`src/rtl/phase_seq.sv`:
```
// phase_seq: command sequencer for the synth phase accumulator.
// It issues one advance per sample period, which comes from an internal
// divider. It also accepts phase increments over valid/ready into a
// one-entry buffer and issues each increment as a load command in the next
// cycle that carries no advance.
module phase_seq #(
  parameter int unsigned TICK_DIV = 1024  // clk cycles per sample period, 3..65535
) (
  input  logic        clk,
  input  logic        reset,
  input  logic        enable,
  input  logic        inc_valid,
  input  logic [15:0] inc_data,
  output logic        inc_ready,
  output logic [3:0]  phase_ctrl,
  output logic [15:0] phase_data,
  output logic        sample_tick,
  output logic        load_done
);

  localparam int CW = (TICK_DIV > 1) ? $clog2(TICK_DIV) : 1;
  localparam logic [CW-1:0] CNT_LAST = CW'(TICK_DIV - 1);

  // Each state is encoded with its accumulator command. The state register
  // therefore drives phase_ctrl directly, and phase_ctrl is a flop output.
  typedef enum logic [3:0] {
    ST_IDLE    = 4'b0000,
    ST_ADVANCE = 4'b0001,
    ST_LOAD    = 4'b1001
  } state_t;

  state_t          state;
  logic [CW-1:0]   cnt;
  logic            pend_valid;
  logic [15:0]     pend_data;
  logic            tick;

  assign tick       = enable && (cnt == CNT_LAST);
  assign inc_ready  = !pend_valid;
  assign phase_ctrl = state;

  // Sample-period divider: free-runs 0..TICK_DIV-1 while enabled, parked at 0 otherwise.
  always_ff @(posedge clk or posedge reset) begin
    if (reset) begin
      cnt <= '0;
    end else if (!enable || (cnt == CNT_LAST)) begin
      // NOTE: state registers use non-blocking assignments, so every
      // always_ff block reads pre-edge values and simulation order cannot matter.
      cnt <= '0;
    end else begin
      cnt <= cnt + CW'(1);
    end
  end

  // Command FSM with its registered pulses, plus the one-entry increment buffer.
  always_ff @(posedge clk or posedge reset) begin
    if (reset) begin
      state       <= ST_IDLE;
      sample_tick <= 1'b0;
      load_done   <= 1'b0;
      // NOTE: the data registers are reset along with the control registers.
      // phase_data is an output with a defined reset value of 0. Reset also
      // discards any pending increment.
      phase_data  <= '0;
      pend_data   <= '0;
      pend_valid  <= 1'b0;
    end else begin
      sample_tick <= 1'b0;
      load_done   <= 1'b0;

      // An advance has priority. A load that collides with it slips one cycle.
      if (tick) begin
        state       <= ST_ADVANCE;
        sample_tick <= 1'b1;
      end else if (pend_valid) begin
        state      <= ST_LOAD;
        load_done  <= 1'b1;
        phase_data <= pend_data;
      end else begin
        state <= ST_IDLE;
      end

      // Capture is possible only while the buffer is empty. The buffer drains
      // on the edge where its entry moves into LOAD.
      if (inc_valid && !pend_valid) begin
        pend_valid <= 1'b1;
        pend_data  <= inc_data;
      end else if (pend_valid && !tick) begin
        pend_valid <= 1'b0;
      end
    end
  end

endmodule

```
`config.mk`:
```
export PLATFORM = sky130hd
export DESIGN_NAME = phase_seq
export DESIGN_NICKNAME = d
export VERILOG_FILES = /design/src/rtl/phase_seq.sv
export SDC_FILE = /design/constraint.sdc
export NUM_CORES = 1
export LEC_CHECK = 0
export CAP_MARGIN = 30
export CORE_MARGIN = 1
export CORE_UTILIZATION = 53
export CTS_CLUSTER_SIZE = 28
export DETAILED_ROUTE_END_ITERATION = 16
export HOLD_SLACK_MARGIN = 0.02
export PLACE_DENSITY = 0.84
export SYNTH_ARGS = -nofsm -noshare
export SYNTH_HDL_FRONTEND = slang
export SYNTH_SLANG_ARGS = --single-unit
```
`constraint.sdc`:
```
create_clock -name clk -period 3.71 [get_ports clk]
set_input_delay 0.742 -clock clk [delete_from_list [all_inputs] [get_ports clk]]
set_output_delay 0.742 -clock clk [all_outputs]
set_load 0.02 [all_outputs]
```
==> impl_metrics.yaml <==
outcome:
  status: "finished, final reports clean"
cts:
  ctsRootBufferMaster: "clkbuf_4"
  cts_setup_buffers: 0
  cts_tree: "built"
  cts_inserted_buffers: 5
  clk_latency_ns: 0.36
  hold_buffers: 0
  cts.sink_count: 46
  path_clk_slew_ns: 0.12
  htreeDepth: 2
  cts_buffer_depth: 2
  cts-resized-gates: 0
worst_setup_path:
  r2r_cells: 4
  endpoint: "inc_ready"
  arrival_ns: 1.52
  crit_start: "pend_valid"
  path_max_fanout: 4
  reg2reg_to: "phase_data[14]"
  worstSetupStartpointType: "register"
  end_kind: "output port"
  path_class: "reg -> out"
  rr_startpoint: "cnt[0]"
  r2r_slack_ns: 1.54
  cp.required_ns: 2.97
routing:
  first_pass_iters: 4
  via_count: 1210
  drtAntennaViolNets: 0
  drc: 0
  viasPerCell: 5.378
  wl_per_cell_um: 15.65
  wirelength_um: 3522
  initialDrtViolationCount: 51
synthesis:
  synth-xor-area-share_pct: 1.373
  synth_area_um2: 1913
  synth_compound_area_share_pct: 5.559
  synth_area_leaders: "dfrtp_1, mux2_2, mux2_4"
  netlist.top_cell.by_area: "dfrtp_1"
  seq_area_frac_synth_pct: 60.17
  ys_seq_elements: 46
  synth_mux_area_share_pct: 20.60
  synth-edff-count: 0
  synth_fa_ha_area_share_pct: 0.6540
  async_flop_share_pct: 100.0
  synth_warnings: 0
  synthFlopType: "dfrtp_1"
  synth_simple_gate_area_share_pct: 8.175
  netlist_instances: 134
  synth.top_cell.area_share_pct: 60.17
  syn_area_per_cell_um2: 14.28
  synth_top_family_by_area: "multiplexers"
  synthDistinctLibCells: 30
power_and_ir_drop:
  p_per_area_nw_per_um2: 503.3
  clkPwrFrac_pct: 24.2
  comb_power_share_pct: 24.8
  p_leak_nw: 1.035
  swShare_pct: 27.17
  p_sw_mw: 0.3314
  internal_power_mw: 0.8884
  vdd_drop_max_mv: 0.3229
  seq_power_share_pct: 51.0
sta:
  hold_viol: 0
  setup_viol: 0
  setup_tns_ns: 0
  min_period_ns: 2.264
  relSlewSlack_pct: 45.84
  tightest_slew_ns: 0.8097
  skew_ns: 0.01066
  grt_setup_unrepaired: "no"
  fmax_mhz: 441.7
  period_share_pct: 61.02
  slew_violations: 0
layout:
  multi_input_area_um2: 703.2
  nNetsFinal: 199
  seq_area_um2: 1151
  drive_above_1_share_pct: 27.37
  fillCellCount: 228
  area_growth_pct: 26.68
  fin_area_um2: 2424
  antenna_cells: 0
floorplan:
  core-area_um2: 3390
  die_y_um: 62.08
  initial_core_util_pct: 56.44
  die-area_um2: 3854
  die-width_um: 62.08
  row_count: 21
  io_pins: 43
global_route:
  gr-total-overflow: 0
  grt_max_degree: 28
  first_global_vias: 1182
  antenna_found_initial: 0
  grt_pass1_wl_um: 5499
  grt_usage_pct: 21.04
place:
  numPortBuffers: 40
  place_area_um2: 2346
  dpl.hpwl_um: 2547
  gp_congestion: 0.7793
run:
  cap_violations: 0
min_path:
  hold_start: "cnt[0]"
  min_path_type: "reg -> reg"
==> per-layer routing <==
metal	wire length [um]	part of all wire, %	vias up	GRT usage, %
met1	1511	43	592	26.00
met3	222	6.3	10	8.696
li1	-	-	561	-
met5	0	0	-	0
met2	1711	49	47	32.37
met4	76	2.2	0	9.524
==> per-stage QoR <==
stage	total power [mW]	hold slack [ns]	worst slack, ns	util (%)	instances
2_1_floorplan	0.7944	0.4707	1.880	-	135
4_1_cts	1.230	0.5187	1.424	71.50	225
5_1_grt	1.278	0.5238	1.352	71.50	225
6_report	1.220	0.5114	1.446	71.50	225
3_5_place_dp	0.9370	0.4911	1.203	69.21	217
3_3_place_gp	0.9219	0.4824	1.247	69.21	217
==> cell usage after synthesis, drive strengths merged, types with 3 or more instances <==
cell type,instances
dfrtp,46
or3,3
a21oi,5
inv,5
buf,6
nand3,5
nor2,5
mux2,32
o21ai,3
and4,3
==> final cells by class <==
cell class / instances / share of cell area (%)
multi-input combinational: 78 / 29.01
clock buffer: 5 / 1.549
timing repair buffer: 42 / 17.14
inverter: 5 / 0.7744
sequential: 46 / 47.50
clock inverter: 3 / 1.652
tap: 46 / 2.375
==> cells by family (layout without fill, tap and decap cells) <==
kind of cell | count (synthesis) | in the layout
simple gates | 26 | 26
mux | 32 | 32
xor+xnor | 3 | 3
fa+ha+maj | 1 | 1
compound gates | 14 | 14
buf+inv | 11 | 55
flops | 46 | 46
other cells | 1 | 2
==> power groups by stage <==
stage	clock (mW)	combinational, mW	sequential, mW
floorplan	0	0.118	0.676
global placement	0	0.295	0.627
detailed placement	0	0.305	0.632
CTS	0.300	0.307	0.624
global route	0.322	0.323	0.633
finish	0.295	0.303	0.623
==> placed cells by master, fill, tap and decap left out, types with 2 or more instances in the layout <==
cell type / n
or4_1: 2
dfrtp_1: 46
conb_1: 2
mux2_2: 23
buf_4: 2
clkinv_2: 2
nor2_1: 5
mux2_4: 9
nand4_1: 2
clkdlybuf4s50_1: 40
inv_1: 4
o21ai_0: 3
or3_1: 3
nand3_1: 5
and4_4: 2
o211ai_1: 2
clkbuf_4: 5
xor2_1: 2
nand2_1: 2
a21oi_1: 5
==> state kept, by name (all words and copies together), names as in the netlist <==
signal,flops
phase_data,16
pend_valid,1
phase_ctrl,2
sample_tick,1
pend_data,16
cnt,10
==> worst min path at each step <==
stage | depth (start not counted) | end
final | 1 | cnt[0]
after global routing | 1 | phase_data[5]
after CTS | 1 | cnt[0]
after detailed placement | 1 | phase_data[3]
after global placement | 1 | phase_data[0]
after floorplan | 1 | cnt[0]
==> critical path: stages (launching register included) <==
cell             delay (ns)
dfrtp_1                0.42
inv_1                  0.13
clkdlybuf4s50_1        0.62
No activity file was read; power rests on OpenSTA's default activity.
